### config.mk
export PLATFORM = sky130hd
export DESIGN_NAME = loba_seq_mult_flat
export DESIGN_NICKNAME = d
export VERILOG_FILES = /design/src/rtl/loba_seq_mult_pkg.sv /design/src/rtl/loba_seq_mult_if.sv /design/src/rtl/loba_seq_mult_split_seg.sv /design/src/rtl/loba_seq_mult.sv /design/src/flat_wrapper.sv
export SDC_FILE = /design/constraint.sdc
export NUM_CORES = 1
export LEC_CHECK = 0
export BUFFER_PORTS_ARGS = -buffer_cell sky130_fd_sc_hd__clkbuf_2
export CAP_MARGIN = 20
export CORE_AREA = 5 5 190 192
export DETAILED_ROUTE_END_ITERATION = 12
export DIE_AREA = 0 0 195 197
export HOLD_SLACK_MARGIN = 0.06
export MAX_ROUTING_LAYER = met4
export SLEW_MARGIN = 20
export SYNTH_ARGS = -nofsm -noshare
export SYNTH_HDL_FRONTEND = slang
export SYNTH_SLANG_ARGS = --single-unit
### constraint.sdc
create_clock -name clk -period 14.8 [get_ports clk]
set_input_delay 1.48 -clock clk [delete_from_list [all_inputs] [get_ports clk]]
set_output_delay 1.48 -clock clk [all_outputs]
set_load 0.005 [all_outputs]
### src/rtl/loba_seq_mult_pkg.sv
// Shared definitions for the sequential LOBA multiplier: accuracy-mode codes,
// FSM states and the per-mode partial-product count.
package loba_pkg;

   localparam logic [1:0] LOBA0 = 2'd0;
   localparam logic [1:0] LOBA1 = 2'd1;
   localparam logic [1:0] LOBA2 = 2'd2;

   typedef enum logic [1:0] {IDLE, SPLIT, ACC, DONE} state_t;

   // Mode 3 deliberately falls into the default and behaves like LOBA2
   function automatic logic [2:0] term_count(input logic [1:0] mode);
      case (mode)
         LOBA0:   return 3'd1;
         LOBA1:   return 3'd3;
         default: return 3'd4;
      endcase
   endfunction

endpackage

### src/rtl/loba_seq_mult_if.sv
// Operand/result handshake bundle for loba_seq_mult.
interface loba_seq_mult_if #(
   parameter int N = 16
) ();
   logic           in_valid;
   logic           in_ready;
   logic [N-1:0]   a;
   logic [N-1:0]   b;
   logic [1:0]     mode;
   logic           out_valid;
   logic           out_ready;
   logic [2*N-1:0] p;

   modport master (
      output in_valid, a, b, mode, out_ready,
      input  in_ready, out_valid, p
   );

   modport slave (
      input  in_valid, a, b, mode, out_ready,
      output in_ready, out_valid, p
   );
endinterface

### src/rtl/loba_seq_mult_split_seg.sv
// Splits an operand at its leading one into a high and a next-lower W-bit
// segment together with their shift amounts. Purely combinational.
module loba_split_seg #(
   parameter int N = 16,
   parameter int W = 4
) (
   input  logic [N-1:0]         x,
   output logic [W-1:0]         xh,
   output logic [$clog2(N)-1:0] kh,
   output logic [W-1:0]         xl,
   output logic [$clog2(N)-1:0] kl
);
   localparam int KW = $clog2(N);

   logic [KW-1:0] pos;
   logic [N-1:0]  rem;

   always_comb begin
      pos = '0;
      // Ascending scan: the last set bit seen is the most significant one
      for (int i = 0; i < N; i++) begin
         if (x[i]) pos = KW'(i);
      end
      kh  = (pos >= KW'(W - 1)) ? pos - KW'(W - 1) : '0;
      rem = x & ((N'(1) << kh) - N'(1));
      kl  = (kh >= KW'(W)) ? kh - KW'(W) : '0;
      xh  = W'(x >> kh);
      xl  = W'(rem >> kl);
   end

endmodule

### src/rtl/loba_seq_mult.sv
// Multi-cycle LOBA approximate multiplier: one shifted WxW partial product
// is accumulated per cycle, with the number of terms chosen by the mode.
module loba_seq_mult
   import loba_pkg::*;
#(
   parameter int N = 16,
   parameter int W = 4
) (
   input logic            clk,
   input logic            rst,
   loba_seq_mult_if.slave bus
);
   localparam int KW = $clog2(N);

   state_t          state_reg, state_next;
   logic [1:0]      mode_reg;
   logic [N-1:0]    op_reg [2];
   logic [W-1:0]    seg_h [2];
   logic [W-1:0]    seg_l [2];
   logic [KW-1:0]   k_h [2];
   logic [KW-1:0]   k_l [2];
   logic [W-1:0]    xh_reg [2];
   logic [W-1:0]    xl_reg [2];
   logic [KW-1:0]   kh_reg [2];
   logic [KW-1:0]   kl_reg [2];
   logic [2*N-1:0]  acc_reg;
   logic [2*N-1:0]  p_reg;
   logic [1:0]      cnt_reg;

   logic [W-1:0]    m_a, m_b;
   logic [KW-1:0]   s_a, s_b;
   logic [2*W-1:0]  prod;
   logic [KW:0]     shamt;
   logic [2*N-1:0]  term;
   logic [2*N-1:0]  acc_sum;
   logic            last_term;

   // Index 0 splits operand A, index 1 splits operand B
   generate
      for (genvar gi = 0; gi < 2; gi++) begin : g_split
         loba_split_seg #(.N(N), .W(W)) u_split (
            .x  (op_reg[gi]),
            .xh (seg_h[gi]),
            .kh (k_h[gi]),
            .xl (seg_l[gi]),
            .kl (k_l[gi])
         );
      end
   endgenerate

   // Counter bit 1 picks A's low segment, bit 0 picks B's: hh, hl, lh, ll
   always_comb begin
      m_a     = cnt_reg[1] ? xl_reg[0] : xh_reg[0];
      s_a     = cnt_reg[1] ? kl_reg[0] : kh_reg[0];
      m_b     = cnt_reg[0] ? xl_reg[1] : xh_reg[1];
      s_b     = cnt_reg[0] ? kl_reg[1] : kh_reg[1];
      prod    = {{W{1'b0}}, m_a} * {{W{1'b0}}, m_b};
      shamt   = {1'b0, s_a} + {1'b0, s_b};
      term    = {{(2*N-2*W){1'b0}}, prod} << shamt;
      acc_sum = acc_reg + term;
   end

   always_comb begin
      state_next = state_reg;
      last_term  = ({1'b0, cnt_reg} == (term_count(mode_reg) - 3'd1));
      case (state_reg)
         IDLE:    if (bus.in_valid) state_next = SPLIT;
         SPLIT:   state_next = ACC;
         ACC:     if (last_term) state_next = DONE;
         DONE:    if (bus.out_ready) state_next = IDLE;
         default: state_next = IDLE;
      endcase
   end

   always_ff @(posedge clk) begin
      if (rst) begin
         state_reg <= IDLE;
         mode_reg  <= LOBA0;
         acc_reg   <= '0;
         p_reg     <= '0;
         cnt_reg   <= '0;
         for (int i = 0; i < 2; i++) begin
            op_reg[i] <= '0;
            xh_reg[i] <= '0;
            xl_reg[i] <= '0;
            kh_reg[i] <= '0;
            kl_reg[i] <= '0;
         end
      end else begin
         state_reg <= state_next;
         case (state_reg)
            IDLE: if (bus.in_valid) begin
               op_reg[0] <= bus.a;
               op_reg[1] <= bus.b;
               mode_reg  <= bus.mode;
            end
            SPLIT: begin
               for (int i = 0; i < 2; i++) begin
                  xh_reg[i] <= seg_h[i];
                  xl_reg[i] <= seg_l[i];
                  kh_reg[i] <= k_h[i];
                  kl_reg[i] <= k_l[i];
               end
               acc_reg <= '0;
               cnt_reg <= '0;
            end
            ACC: begin
               acc_reg <= acc_sum;
               cnt_reg <= cnt_reg + 2'd1;
               // p only ever sees a complete sum
               if (last_term) p_reg <= acc_sum;
            end
            default: ;
         endcase
      end
   end

   assign bus.in_ready  = (state_reg == IDLE);
   assign bus.out_valid = (state_reg == DONE);
   assign bus.p         = p_reg;

endmodule

### src/flat_wrapper.sv
// flat-port wrapper written by rule: the top's interface ports become plain ports
module loba_seq_mult_flat import loba_pkg::*;
#(
   parameter int N = 16,
   parameter int W = 4
)
  (clk, rst, bus_in_valid, bus_a, bus_b, bus_mode, bus_out_ready, bus_in_ready, bus_out_valid, bus_p);
  loba_seq_mult_if #(.N(N)) bus_i ();
  input logic clk;
  input logic rst;
  input wire logic [$bits(bus_i.in_valid)-1:0] bus_in_valid;
  input wire logic [$bits(bus_i.a)-1:0] bus_a;
  input wire logic [$bits(bus_i.b)-1:0] bus_b;
  input wire logic [$bits(bus_i.mode)-1:0] bus_mode;
  input wire logic [$bits(bus_i.out_ready)-1:0] bus_out_ready;
  output wire logic [$bits(bus_i.in_ready)-1:0] bus_in_ready;
  output wire logic [$bits(bus_i.out_valid)-1:0] bus_out_valid;
  output wire logic [$bits(bus_i.p)-1:0] bus_p;
  assign bus_i.in_valid = bus_in_valid;
  assign bus_i.a = bus_a;
  assign bus_i.b = bus_b;
  assign bus_i.mode = bus_mode;
  assign bus_i.out_ready = bus_out_ready;
  assign bus_in_ready = bus_i.in_ready;
  assign bus_out_valid = bus_i.out_valid;
  assign bus_p = bus_i.p;
  loba_seq_mult #(.N(N), .W(W)) u_core (.clk(clk), .rst(rst), .bus(bus_i));
endmodule
==> flow_metrics.env, run 1 <==
export IMPL_syn_inst=1283
export IMPL_vias=9652
export IMPL_setup_viol=0
export IMPL_rrSetupSlack_ns=7.86
export IMPL_max_slew_margin_pct=30.5
export IMPL_synth_area_leader_cell="edfxtp_1"
export IMPL_maxCapViolations=0
export IMPL_synth_common_cells="153 x nor2_1, 137 x nand2_1, 114 x a21oi_1, 70 x dfxtp_1, 64 x edfxtp_1"
export IMPL_dieArea_um2=38400
export IMPL_h_tree_depth=4
export IMPL_groute_usage_overall_pct=15.3
export IMPL_core_area_um2=34200
export IMPL_rr_worst_depth=23
export IMPL_fin_nets=1406
export IMPL_maxSlewViolCount=0
export IMPL_synth_area_leaders="edfxtp_1 18%, dfxtp_1 13%, ha_1 6.6%"
export IMPL_ctsResizeCount=0
export IMPL_ant_nets=0
export IMPL_yosysSeqAreaShare_pct=31.7
export IMPL_final_util_pct=34.3
export IMPL_timing_fmax_ghz=0.144
export IMPL_fin_crit_sh_pct=46.9
export IMPL_hold_viol=0
export IMPL_async_flop_share_pct=0
export IMPL_ys_warn_count=0
export IMPL_p_switching_mw=1.08
export IMPL_synth_top_area_share_pct=18.3
export IMPL_netlist_area_um2=10500
export IMPL_wl_met3_um=1700
export IMPL_drive_gt1_share_pct=12.0
export IMPL_ys_flop_type="dfxtp_1"
export IMPL_multi_input_comb_area_um2=6640
export IMPL_clock_skew_ns=0.0115
export IMPL_finalNonFillerCells=1775
export IMPL_crit_required_ns=15.18
export IMPL_dp_cells=1743
export IMPL_cellPowerDensity_nw_per_um2=191
export IMPL_crit_fanout=13
export IMPL_grt_pass1_wl_um=47600
export IMPL_dieWidth_um=195
export IMPL_dp_hpwl_um=21500
export IMPL_rsz0062_at_grt="no"
export IMPL_antenna_found_initial=0
export IMPL_start_util_pct=30.7
export IMPL_cp_end_kind="flip-flop"
export IMPL_combPwrFrac_pct=57.7
export IMPL_fillers=3652
export IMPL_via_per_inst=5.44
export IMPL_p_seq_share_pct=23.5
export IMPL_flow_area_growth_from_synthesis_pct=12.0
export IMPL_wirelength_um=29200
export IMPL_p_int_mw=1.16
export IMPL_r2r_end="u_core.bus.p[28]"
export IMPL_peakVddDrop_v=0.0000997
export IMPL_syn_num_nets=1382
export IMPL_status="completed"
export IMPL_holdWs_ns=0.453
export IMPL_drc=0
export IMPL_synth_cell_types=88
export IMPL_antennaDiodeCount=0
export IMPL_port_buffers=71
export IMPL_tns_ns=0
export IMPL_root_buffer="clkbuf_16"
export IMPL_syn_mean_instance_area_um2=8.17
export IMPL_cts_hold_buf=0
export IMPL_p_leak_nw=4.73
export IMPL_clk_latency_ns=0.43
export IMPL_met2WireLength_um=13700
export IMPL_ys_ff_latch=134
export IMPL_numCtsBuffers=17
export IMPL_period_needed_ns=6.94
export IMPL_regArea_um2=3320
export IMPL_whs_path_depth=2
export IMPL_met1_length_um=13100
export IMPL_grt_pass1_vias=9387
export IMPL_synth_edff_count=64
export IMPL_whs_endpoint="u_core.bus.p[10]"
export IMPL_start_kind="flip-flop"
export IMPL_reg2reg_from="u_core.cnt_reg[1]"
export IMPL_placementRows=68
export IMPL_worst_pin_slew_ns=1.04
export IMPL_post_cts_buffers=0
export IMPL_holdCritStartpoint="u_core.bus.p[10]"
export IMPL_worstPathArrival_ns=7.32
export IMPL_grt_max_degree=75
export IMPL_synth_most_common_cell="nor2_1"
export IMPL_swShare_pct=48.2
export IMPL_clkPwrFrac_pct=18.8
export IMPL_cts_buffer_depth=2
export IMPL_grt_overflow=0
export IMPL_ios=72
export IMPL_cts_tree="done"
export IMPL_gp_congestion=0.954
export IMPL_drt_iter0_drc=850
export IMPL_highest_layer="met4"
export IMPL_clock_sinks=134
export IMPL_clk_pin_slew_ns=0.06
export IMPL_hold_class="reg -> reg"
export IMPL_wl_per_cell_um=16.5
export IMPL_die_h_um=197
export IMPL_first_pass_iters=6
export IMPL_path_class="reg -> reg"
-- cells in the final DEF (no fill, tap or decap), types with 22 or more instances in the layout --
master,instances
and2_1,38
a21o_1,25
ha_1,55
nand2_1,137
a21oi_1,114
nand3_1,38
o21ai_0,31
nor2b_1,30
nor2_1,153
edfxtp_1,64
xnor2_1,25
dfxtp_1,70
inv_1,40
mux2i_1,32
nor3_1,28
nand2b_1,22
clkbuf_2,71
-- worst max path at each step --
stage,from,end,depth (start not counted)
CTS,u_core.cnt_reg[0],u_core.bus.p[28],23
floorplan,u_core.cnt_reg[0],u_core.bus.p[28],25
finish,u_core.cnt_reg[1],u_core.bus.p[28],23
global placement,u_core.cnt_reg[1],u_core.bus.p[28],23
detailed placement,u_core.cnt_reg[0],u_core.bus.p[28],23
global route,u_core.cnt_reg[1],u_core.bus.p[28],23
-- kinds of logic after synthesis --
kind of cell,synth area share (%)
AO/OA/AOI/OAI,23.1
XOR/XNOR,2.84
adder cells (fa/ha/maj),7.71
buffers and inverters,4.98
flip-flops,31.7
multiplexers,5.10
AND/OR/NAND/NOR,24.6
-- metrics by stage --
| step | total power, mW | cell area [um^2] | setup WS [ns] |
|---|---|---|---|
| 2_1_floorplan | 1.50 | 10500 | 8.64 |
| 4_1_cts | 2.24 | 11700 | 7.91 |
| 5_1_grt | 2.41 | 11700 | 7.35 |
| 6_report | 2.25 | 11700 | 7.86 |
| 3_3_place_gp | 1.81 | 11100 | 8.17 |
| 3_5_place_dp | 1.81 | 11200 | 7.94 |
-- power by group through the flow --
stage,clock network (mW),registers [mW],logic [mW]
after global placement,0,0.535,1.27
after global routing,0.445,0.534,1.43
after floorplan,0,0.495,1.00
after CTS,0.430,0.527,1.28
final,0.421,0.528,1.30
after detailed placement,0,0.534,1.27
-- worst max-delay path, cell delays in order (launching register included) --
cell       delay [ns]
dfxtp_1          0.67
mux2i_1          0.50
nand2b_1         0.20
fa_1             0.43
fa_1             0.60
inv_1            0.06
ha_1             0.29
a21o_1           0.17
a21oi_1          0.28
xnor2_1          0.12
o21ai_0          0.29
o21ai_0          0.16
o22a_1           0.26
a211oi_1         0.32
ha_1             0.34
a21o_1           0.19
o21bai_1         0.18
or3_1            0.37
o2111ai_1        0.25
a21oi_1          0.16
o21bai_1         0.30
o221ai_1         0.29
nor4b_1          0.33
a211o_1          0.14
-- metal layers --
layer  GRT usage, %  vias up
li1               -     4728
met1           19.1     4545
met2           25.0      332
met3           2.50       47
met4           5.87        0
met5              -        -
-- final cells by class --
| cell class | instances | area share, % |
|---|---|---|
| Multi-Input combinational cell | 1026 | 56.6 |
| Sequential cell | 134 | 28.3 |
| Tap cell | 455 | 4.85 |
| Timing Repair Buffer | 84 | 3.92 |
| Clock buffer | 17 | 3.62 |
| Inverter | 44 | 1.41 |
| Clock inverter | 15 | 1.30 |
No activity file was read; power rests on OpenSTA's default activity.
==> run 2, diff against run 1 <==
==> constraint.sdc (replaced) <==
create_clock -name clk -period 6 [get_ports clk]
set_input_delay 0.6 -clock clk [delete_from_list [all_inputs] [get_ports clk]]
set_output_delay 0.6 -clock clk [all_outputs]
set_load 0.005 [all_outputs]
==> run 2 against run 1 <==
Via count is 2.4% higher. Fmax is 21% higher. First-iteration DRC count is 2.2% lower. Setup slack worse by 7.6 ns. Utilization is 2.1 points higher. Register-to-register slack worse by 7.6 ns. Cell count is 3.4% higher. Largest power group unchanged. Worst hold slack worse by 0.070 ns. Sequential power is 140% higher. Non-clock buffer count is 59 higher. Global-route usage is 0.16 points higher. Critical path type unchanged. Power grew to 2.7 times the previous value.
==> flow_metrics.env, run 2 (synthesis gave the netlist of run 1 again) <==
export IMPL_status="completed"
export IMPL_drt_iter0_drc=831
export IMPL_tns_ns=0
export IMPL_clk_pin_slew_ns=0.07
export IMPL_fin_nets=1465
export IMPL_clock_sinks=134
export IMPL_worstSetupStartpoint="u_core.cnt_reg[0]"
export IMPL_design_area_um2=12400
export IMPL_h_tree_depth=4
export IMPL_dieWidth_um=195
export IMPL_drc=0
export IMPL_root_buffer="clkbuf_16"
export IMPL_ios=72
export IMPL_numCtsBuffers=17
export IMPL_grt_pass1_wl_um=48200
export IMPL_clk_latency_ns=0.44
export IMPL_drive_gt1_share_pct=18.5
export IMPL_max_stage_delay_ns=0.58
export IMPL_crit_required_ns=6.33
export IMPL_final_cell_mix="150 x nor2_1, 137 x nand2_1, 105 x a21oi_1"
export IMPL_grt_pass1_vias=9327
export IMPL_port_buffers=71
export IMPL_layout_commonest_cell="nor2_1"
export IMPL_fillers=3555
export IMPL_holdCritStartpoint="bus_mode[0]"
export IMPL_cp_end_kind="flip-flop"
export IMPL_ant_nets=0
export IMPL_gp_congestion=0.946
export IMPL_rr_worst_depth=28
export IMPL_first_pass_iters=6
export IMPL_timing_fmax_ghz=0.174
export IMPL_start_kind="flip-flop"
export IMPL_finalNonFillerCells=1835
export IMPL_placementRows=68
export IMPL_path_class="reg -> reg"
export IMPL_worst_pin_slew_ns=1.04
export IMPL_grt_max_degree=75
export IMPL_crit_fanout=5
export IMPL_cts_buffer_depth=2
export IMPL_cts_hold_buf=0
export IMPL_clock_skew_ns=0.0139
export IMPL_worstPathArrival_ns=6.09
export IMPL_antenna_found_initial=1
export IMPL_die_h_um=197
export IMPL_peakVddDrop_v=0.000251
export IMPL_period_needed_ns=5.75
export IMPL_grt_overflow=0
export IMPL_flow_area_growth_from_synthesis_pct=18.7
export IMPL_hold_viol=0
export IMPL_reg2reg_from="u_core.cnt_reg[0]"
export IMPL_wl_per_cell_um=16.2
export IMPL_hold_class="in -> reg"
export IMPL_whs_path_depth=2
export IMPL_fin_crit_sh_pct=95.9
export IMPL_maxSlewViolCount=0
export IMPL_cts_tree="done"
export IMPL_start_util_pct=30.7
export IMPL_p_leak_nw=5.12
export IMPL_dp_hpwl_um=21900
export IMPL_vias=9879
export IMPL_max_slew_margin_pct=30.5
export IMPL_cellPowerDensity_nw_per_um2=484
export IMPL_final_util_pct=36.4
export IMPL_core_area_um2=34200
export IMPL_dp_cells=1798
export IMPL_placed_area_um2=11600
export IMPL_via_per_inst=5.38
export IMPL_groute_usage_overall_pct=15.5
export IMPL_crit_slowest_cell="or4b_1"
export IMPL_setup_viol=0
export IMPL_crit_path_frequent_cell="buf_4"
export IMPL_wirelength_um=29600
export IMPL_dieArea_um2=38400
export IMPL_maxCapViolations=0
## run 2: final cells by class
class	count	area [um^2]	area share, %
flip-flops and latches	134	3330	26.8
inverters	44	165	1.33
diodes	1	2.50	0.0201
multi-input cells	1026	6840	55.0
clock buffers	22	485	3.90
clock inverters	10	141	1.14
repair buffers	143	911	7.32
well taps	455	569	4.57
## run 2: path summary, 6_finish.rpt
path                        end  slack [ns]
max reg2reg  u_core.acc_reg[17]        0.25
min          u_core.mode_reg[0]        0.38
max          u_core.acc_reg[17]        0.25
min reg2reg     u_core.bus.p[2]        0.45
## run 2: layer usage
metal,share of wire (%),GRT usage [%],up-vias
li1,-,-,4858
met1,45,19.8,4675
met2,48,25.7,304
met3,5.0,2.34,42
met4,1.8,4.11,0
met5,0,-,-
## run 2: metrics by stage
stage | worst slack, ns | power [mW] | hold slack (ns)
finish | 0.247 | 6.02 | 0.383
global placement | -0.103 | 4.72 | 0.442
detailed placement | -0.258 | 4.73 | 0.447
floorplan | 0.0423 | 3.69 | 0.432
global route | -0.0283 | 6.44 | 0.392
CTS | 0.0231 | 5.90 | 0.374
## run 2: critical path, delay by kind of cell (launching register included)
kind / cells / cell delay [ns]
AOI/OAI and AO/OA: 8 / 1.14
xor gates and xnor gates: 1 / 0.14
adders and majority gates: 4 / 1.43
buffers and inverters: 5 / 0.60
DFF: 1 / 0.37
muxes: 1 / 0.15
and+or+nand+nor: 9 / 1.85
## run 2: what timing repair did
item	CTS	global route
pin swaps	1	26
buffers inserted	1	3
setup endpoints to repair	23	32
resized for setup	10	44
## run 2: power breakdown
group          total [mW]  internal (mW)  switching [mW]
Combinational        3.60           1.38            2.22
Clock                1.13          0.704           0.425
Sequential           1.29           1.15           0.149
Total                6.02           3.23            2.79
